==> config.mk <==
export PLATFORM = sky130hd
export DESIGN_NAME = fxp_sqrt_rr_share
export DESIGN_NICKNAME = d
export VERILOG_FILES = /design/src/rtl/fxp_sqrt_rr_share.sv
export SDC_FILE = /design/constraint.sdc
export NUM_CORES = 1
export LEC_CHECK = 0
export ABC_AREA = 1
export CAP_MARGIN = 10
export CORE_MARGIN = 2
export CORE_UTILIZATION = 61
export DETAILED_ROUTE_END_ITERATION = 8
export PLACE_DENSITY = 0.82
export SYNTH_ARGS = -nofsm -noshare
export SYNTH_HDL_FRONTEND = slang
export SYNTH_SLANG_ARGS = --single-unit
==> constraint.sdc <==
create_clock -name clk -period 36.8 [get_ports clk]
set_input_delay 3.68 -clock clk [delete_from_list [all_inputs] [get_ports clk]]
set_output_delay 3.68 -clock clk [all_outputs]
set_load 0.02 [all_outputs]
==> src/rtl/fxp_sqrt_rr_share.sv <==
// Round-robin shared fixed-point square root: NREQ valid/ready requesters feed one
// combinational sqrt datapath, results return on a single tagged, registered channel.
module fxp_sqrt_rr_share #(
  parameter int WII   = 13,
  parameter int WIF   = 13,
  parameter int WOI   = 7,
  parameter int WOF   = 13,
  parameter int ROUND = 1,
  parameter int NREQ  = 4,
  localparam int IDW  = $clog2(NREQ)
) (
  input  logic                       clk,
  input  logic                       rst,
  input  logic [NREQ-1:0]            req_valid,
  input  logic [NREQ*(WII+WIF)-1:0]  req_data,
  output logic [NREQ-1:0]            req_ready,
  output logic                       res_valid,
  input  logic                       res_ready,
  output logic [WOI+WOF-1:0]         res_data,
  output logic                       res_overflow,
  output logic                       res_neg,
  output logic [IDW-1:0]             res_id
);

  localparam int W   = WII + WIF;
  localparam int WO  = WOI + WOF;
  localparam int SH  = 2 * WOF - WIF;
  localparam int SHL = (SH > 0) ? SH : 0;
  localparam int SHR = (SH < 0) ? -SH : 0;
  localparam int RW0 = W - 1 + SHL;
  localparam int RW  = RW0 + (RW0 % 2);
  localparam int QW  = RW / 2;
  localparam int CW  = (QW + 1 > WO) ? QW + 1 : WO;

  // Radicand is aligned so isqrt lands directly on WOF fraction bits; negatives give 0.
  function automatic logic [WO:0] sqrt_fn(input logic [W-1:0] din);
    logic [RW-1:0]   rad;
    logic [QW-1:0]   root;
    logic [QW+1:0]   rem;
    logic [QW+1:0]   trial;
    logic [CW-1:0]   rnd;
    logic [CW-1:0]   lim;
    logic            ovf;
    logic [WO-1:0]   dout;
    rad  = (RW'(din[W-2:0]) << SHL) >> SHR;
    root = '0;
    rem  = '0;
    for (int i = QW - 1; i >= 0; i--) begin
      rem   = {rem[QW-1:0], rad[2*i +: 2]};
      trial = {root, 2'b01};
      if (rem >= trial) begin
        rem  = rem - trial;
        root = {root[QW-2:0], 1'b1};
      end else begin
        root = {root[QW-2:0], 1'b0};
      end
    end
    rnd = CW'(root);
    // remainder > root means the exact root is above root + 0.5
    if (ROUND != 0 && rem > {2'b00, root}) rnd = rnd + CW'(1);
    lim  = CW'({WO{1'b1}});
    ovf  = (rnd > lim);
    dout = ovf ? {WO{1'b1}} : rnd[WO-1:0];
    if (din[W-1]) begin
      ovf  = 1'b0;
      dout = '0;
    end
    return {ovf, dout};
  endfunction

  // state | meaning
  // IDLE  | waiting for any requester; grant is combinational
  // CALC  | op_q on the datapath, result registered at the edge
  // RESP  | result held until accepted; may grant the next requester
  typedef enum logic [1:0] {IDLE, CALC, RESP} state_t;

  state_t         state, state_nxt;
  logic [IDW-1:0] rr_ptr, id_q, gnt_idx;
  logic [W-1:0]   op_q;
  logic           gnt_any, grant_en, hs;
  logic [WO-1:0]  sq_out;
  logic           sq_ovf;
  int             idx;

  always_comb begin
    gnt_any = 1'b0;
    gnt_idx = '0;
    idx     = 0;
    for (int k = 0; k < NREQ; k++) begin
      idx = int'(rr_ptr) + k;
      if (idx >= NREQ) idx = idx - NREQ;
      if (!gnt_any && req_valid[idx]) begin
        gnt_any = 1'b1;
        gnt_idx = IDW'(idx);
      end
    end
  end

  always_comb begin
    state_nxt = state;
    grant_en  = !rst && (state == IDLE || (state == RESP && res_ready));
    hs        = grant_en && gnt_any;
    req_ready = hs ? (NREQ'(1) << gnt_idx) : '0;
    case (state)
      IDLE:    if (hs) state_nxt = CALC;
      CALC:    state_nxt = RESP;
      RESP:    if (res_ready) state_nxt = hs ? CALC : IDLE;
      default: state_nxt = IDLE;
    endcase
  end

  always_comb begin
    {sq_ovf, sq_out} = sqrt_fn(op_q);
  end

  always_ff @(posedge clk) begin
    if (rst) begin
      state        <= IDLE;
      rr_ptr       <= '0;
      op_q         <= '0;
      id_q         <= '0;
      res_valid    <= 1'b0;
      res_data     <= '0;
      res_overflow <= 1'b0;
      res_neg      <= 1'b0;
      res_id       <= '0;
    end else begin
      state <= state_nxt;
      if (hs) begin
        op_q   <= req_data[gnt_idx*W +: W];
        id_q   <= gnt_idx;
        rr_ptr <= (gnt_idx == IDW'(NREQ - 1)) ? '0 : gnt_idx + IDW'(1);
      end
      if (state == CALC) begin
        res_valid    <= 1'b1;
        res_data     <= sq_out;
        res_overflow <= sq_ovf;
        res_neg      <= op_q[W-1];
        res_id       <= id_q;
      end else if (state == RESP && res_ready) begin
        res_valid <= 1'b0;
      end
    end
  end

endmodule

# After elaboration in Yosys (flattened, before gate mapping)
# Cells that the tools add are included.
# W data, S select, Z words.
[word_totals]
register_bits = 57
inputBits = 111
[classes]
n_addsub = 28
mul = 1
magnitude_cmp = 29
n_eq_ne = 5
n_shift = 2
n_mux = 74
reduce_logical = 14
[op_table]
columns = ["operator", "n"]
rows = [
  ["$mux W19", 18],
  ["$lt A32 B4 Y1 const B", 4],
  ["$mux W32", 4],
  ["$shiftx A104 B8 Y26", 1],
  ["$mux W20", 3],
  ["$mux W1", 35],
  ["$ge A21 B10 Y1", 1],
  ["$ge A21 B11 Y1", 1],
  ["$ge A21 B12 Y1", 1],
  ["$ge A21 B13 Y1", 1],
  ["$ge A21 B14 Y1", 1],
  ["$ge A21 B15 Y1", 1],
  ["$ge A21 B16 Y1", 1],
  ["$ge A21 B17 Y1", 1],
  ["$ge A21 B18 Y1", 1],
  ["$ge A21 B19 Y1", 1],
  ["$ge A21 B20 Y1", 1],
  ["$ge A21 B3 Y1", 1],
  ["$ge A21 B4 Y1", 1],
  ["$ge A21 B5 Y1", 1],
  ["$ge A21 B6 Y1", 1],
  ["$ge A21 B7 Y1", 1],
  ["$ge A21 B8 Y1", 1],
  ["$ge A21 B9 Y1", 1],
  ["46 further kinds", 70],
]

# Depth between registers and ports, before layout
[depth]
ltp_word = 43
depth_mapped = 263
ltp_nobuf = 237

# Worst setup path before layout
# Ideal clock, no wire load.
[synth_path]
path_kind = "reg-to-reg"
start = "reg op_q[21]"
end = "reg res_data[18]"
setup_time_ns = 0.113
arrival_ns = 32.895
required_ns = 36.687
slack_ns = 3.792
stages_incl_launch_ff = 231
n_path_buf = 26
cell_sequence = "dfxtp_1 > inv_1 > a21oi_1 > nor2_1 > ha_1 > inv_1 > a21oi_2 > o21ai_0 > ha_1 > nand3_1 > nand3b_2 > nor2_4 > nor2_4 > nand2_4 > buf_6 > inv_1 > or2_2 > o21ai_0 > [... 195 more ...] > nand3_1 > nand2_1 > a21oi_1 > o21ai_0 > xor2_1 > o21ai_0 > ha_1 > nand2_1 > inv_1 > nand4_1 > nor2_1 > nor2_2 > nand2_4 > nand2_4 > buf_8 > nand2_2 > nand3_2 > a21oi_2"
[synth_via]
elab_chain_cells = 41
word_cells_on_any_way = 78
cone_classes = "add/sub: 19; order compare: 20; mux: 39"
[synth_rtl]
columns = ["element", "line_no", "text"]
rows = [
  ["start: declaration", "79", "logic [W-1:0] op_q;"],
  ["start signal: assignment", "130", "op_q <= req_data[gnt_idx*W +: W];"],
  ["$sub A19 B3 Y19 or $ge A21 B3 Y1 (tied branches)", "52, 51", ""],
  ["$mux W19 or $mux W1 (tied branches)", "51", "if (rem >= trial) begin"],
  ["$sub A19 B4 Y19 or $ge A21 B4 Y1 (tied branches)", "52, 51", ""],
  ["$mux W19 or $mux W1 (tied branches)", "51", ""],
  ["$sub A19 B5 Y19 or $ge A21 B5 Y1 (tied branches)", "52, 51", ""],
  ["$mux W19 or $mux W1 (tied branches)", "51", ""],
  ["$sub A19 B6 Y19 or $ge A21 B6 Y1 (tied branches)", "52, 51", ""],
  ["$mux W19 or $mux W1 (tied branches)", "51", ""],
  ["[... 25 more ...]", "--", ""],
  ["$mux W19 or $mux W1 (tied branches)", "51", ""],
  ["$sub A21 B20 Y21 or $ge A21 B20 Y1 (tied branches)", "52, 51", ""],
  ["$mux W21 or $mux W1 (tied branches)", "51", ""],
  ["$gt A21 B19 Y1 or $add A19 B1 Y20 (tied branches)", "60", "if (ROUND != 0 && rem > {2'b00, root}) rnd = rnd + CW'(1);"],
  ["$mux W20 (*)", "60", ""],
  ["$gt A20 B20 Y1", "62", "ovf = (rnd > lim);"],
  ["$mux W20 (*)", "63", "dout = ovf ? {WO{1'b1}} : rnd[WO-1:0];"],
  ["$mux W20 (*)", "64", "if (din[W-1]) begin"],
  ["end signal: assignment", "136", "res_data <= sq_out;"],
  ["end: declaration", "19", "output logic [WOI+WOF-1:0] res_data,"],
]
# Mark *: on every way between the ends. The rest lies on a longest branch, timed or not.
# A chain may end at the register's enable or synchronous reset.

# Worst setup path in the final report
[layout_path]
start = "reg op_q[21]"
end = "reg res_data[16]"
# The elaborated chain is that of the path after synthesis.

==> summary.md <==
| Metric | Value |
|---|---|
| Status | completed |
| Avg WL per Cell | 16.7 um |
| Largest area contributor in the netlist | nand2_1 |
| Worst path most repeated cell | nand2_1 |
| Synth Area in Simple Gates | 49.4% |
| Final Hold Viols | 0 |
| Met2 usage | 61.2% |
| Top-count cell post-synth | nand2_1 |
| DRC Markers | 0 |
| IO buf count | 139 |
| Fmax | 0.0293 GHz |
| Via count | 24800 |
| Inserted Clock Buffers | 9 |
| Total track usage | 37.2% |
| Sink Count | 57 |
| Worst hold path class | flop to flop |
| Area Overhead vs Synth | 10.0% |
| CP required | 37.01 ns |
| Worst-margin pin slew | 1.15 ns |
| Vias in the first global route | 23000 |
| DIE HEIGHT | 194 um |
| Startpoint types | flop |
| Final setup margin | 2.64 ns |
| Chip width | 194 um |
| ANT cells | 0 |
| Synth Warn # | 0 |
| Longest Clk Path Bufs | 2 |
| Multiplexer share of the synthesized area | 0% |
| DP Worst Slack | 0.0963 ns |
| Final WL | 72000 um |
| Worst path slowest cell | o21ai_0 |
| Hold WS | 0.442 ns |
| Pin count of the biggest net entering global routing | 58 |
| Top-Level Pins | 140 |
| GR Util met1 | 48.1% |
| Max-slew violations | 0 |
| Tmin final | 34.16 ns |
| Initial DRC count | 1933 |
| Slew HR | 23.2% |
| Mapped Area | 22000 sq um |
| Max-Cap Viols | 0 |
| Nature of the critical path endpoint | flop |
| Via-per-instance ratio | 5.75 |
| Starting Density | 61.9% |
| Synth Instances | 3714 |
| Top FF cell, synth | dfxtp_1 |
| Worst hold endpoint | res_overflow$_SDFFE_PP0P_ |
| WHS Path Cells | 2 |
| HPWL after DPL | 57700 um |
| Sequential fraction of the synthesis area | 5.20% |
| Initial antenna violation count | 0 |
| Worst stage delay on the critical path | 0.52 ns |
| Setup Crit Path Kind | flop to flop |
| R2R depth | 211 |
| Ranking of synthesized cells by area | nand2_1 17%, ha_1 13%, inv_1 7.1% |
| Compound-Gate Fraction of Synth Area | 15.1% |
| Largest family of logic cells by synthesized area | simple AND/OR/NAND/NOR gates |
| Worst R2R Setup Slack | 2.64 ns |
| Syn avg cell area | 5.91 sq um |
| Layout cells sized above 1 | 14.1% |
| Worst-path fanout max | 34 |
| Post-synth top cells | 991 x nand2_1, 418 x inv_1, 366 x nor2_1 |
| Post-synth cell types | 72 |
| XOR/XNOR Fraction of Synth Area | 5.86% |
| Clk slew on worst S/H paths | 0.06 ns |
| Area share of fa/ha/maj cells after synthesis | 12.7% |
| Grt total ovfl | 0 |
| Clk_lat worst skew | 0.35 ns |
| Fin crit share | 92.8% |
| Final setup vio count | 0 |
| Die area | 37500 sq um |
| Hold path start | res_overflow$_SDFFE_PP0P_ |
| First-pass GRT wire length | 116000 um |
| Crit Reg-Reg Endpoint | res_data[16]$_SDFFE_PP0P_ |
| Final Skew | 0.00807 ns |
| Detail Route Antenna Nets | 0 |
| H-tree levels | 3 |
| # rows | 69 |
| Post-synth ARST share | 0% |
| Nets@finish | 4180 |
| Top Usage Layer GRT | met2 |
| Yosys reg bits | 57 |
| WP data arrival | 34.37 ns |
| Hold Buf Count CTS | 0 |
| Met3 Usage GRT | 6.44% |
| Reg2reg start | op_q[21]$_SDFFE_PP0P_ |
| Placer Congestion | 1.03 |
| Core Region | 35500 sq um |
| CTS tree | yes |
| Clock root buffer | clkbuf_16 |
| 1st-pass router iterations | 6 |
| Yosys top cell area share | 16.9% |
| Number of synthesized flops with an enable pin | 0 |
area by class of cell:
type,instances,area [sq um]
well taps,461,577
multi-input cells,3121,18500
repair buffers,202,1870
flip-flops and latches,57,1140
inverters,453,1740
clock inverters,6,66.3
fillers,3463,11300
clock buffers,10,239
repair inverters,2,12.5
critical path: cells and delay by family (launching register included):
kind | cells | cell delay (ns)
and+or+nand+nor | 113 | 14.27
buffers and inverters | 29 | 3.70
AOI/OAI and AO/OA | 47 | 7.98
xor gates and xnor gates | 2 | 0.27
adders and majority gates | 20 | 7.25
DFF | 1 | 0.39
layer usage:
layer | vias to the layer above | routed length [um]
met4 | 0 | 3110
met2 | 1032 | 32000
met1 | 11100 | 31100
met3 | 196 | 5740
li1 | 12500 | -
met5 | - | 0
flip-flops by register name, indices dropped and copies added, names as in the netlist:
register	count
rr_ptr	2
res_overflow	1
res_data	20
res_valid	1
op_q	26
id_q	2
state	2
res_neg	1
res_id	2
through the flow:
stage | std cells | TNS, ns | utilization, % | instance area [sq um]
4_1_cts | 4278 | 0 | 66.7 | 23700
5_1_grt | 4312 | -2.53 | 68.1 | 24200
6_report | 4312 | 0 | 68.1 | 24200
2_1_floorplan | 3716 | 0 | - | 22000
3_5_place_dp | 4262 | 0 | 65.9 | 23400
3_3_place_gp | 4262 | 0 | 65.9 | 23400
cell usage in the layout, fill, tap and decap left out, drive strengths merged, types with 28 or more instances in the layout:
cell and instances:
nand2 1166, nor2 457, inv 435, nand3 370
o21ai 245, ha 222, a21oi 217, clkdlybuf4s50 139
xor2 82, nand4 73, xnor2 65, buf 63
dfxtp 57, nor3 40, o211ai 28, nand3b 28
worst max-delay path by stage:
stage | startpoint | endpoint | slack, ns | cells past startpoint
global placement | op_q[21]$_SDFFE_PP0P_ | res_data[1]$_SDFFE_PP0P_ | 0.63 | 214
global route | op_q[21]$_SDFFE_PP0P_ | res_data[15]$_SDFFE_PP0P_ | -0.18 | 215
CTS | op_q[21]$_SDFFE_PP0P_ | res_data[1]$_SDFFE_PP0P_ | 0.08 | 206
floorplan | op_q[21]$_SDFFE_PP0P_ | res_data[18]$_SDFFE_PP0P_ | 3.79 | 230
detailed placement | op_q[21]$_SDFFE_PP0P_ | res_data[1]$_SDFFE_PP0P_ | 0.1 | 207
finish | op_q[21]$_SDFFE_PP0P_ | res_data[16]$_SDFFE_PP0P_ | 2.64 | 211
repair_timing:
item                                    4_1_cts  5_1_grt
gates resized for setup                       1       76
pin swaps                                     0       16
gates cloned                                  0        6
endpoints found under the setup margin       16       20
buffers inserted                              0       28
kinds of logic after synthesis:
| kind of cell | after synthesis |
|---|---|
| AOI/OAI and AO/OA | 581 |
| xor gates and xnor gates | 147 |
| adders and majority gates | 223 |
| buffers and inverters | 542 |
| DFF | 57 |
| other | 1 |
| and+or+nand+nor | 2163 |
Power is not shown: default switching activity piles up to over one toggle a cycle in this logic, so the estimate is an artifact.
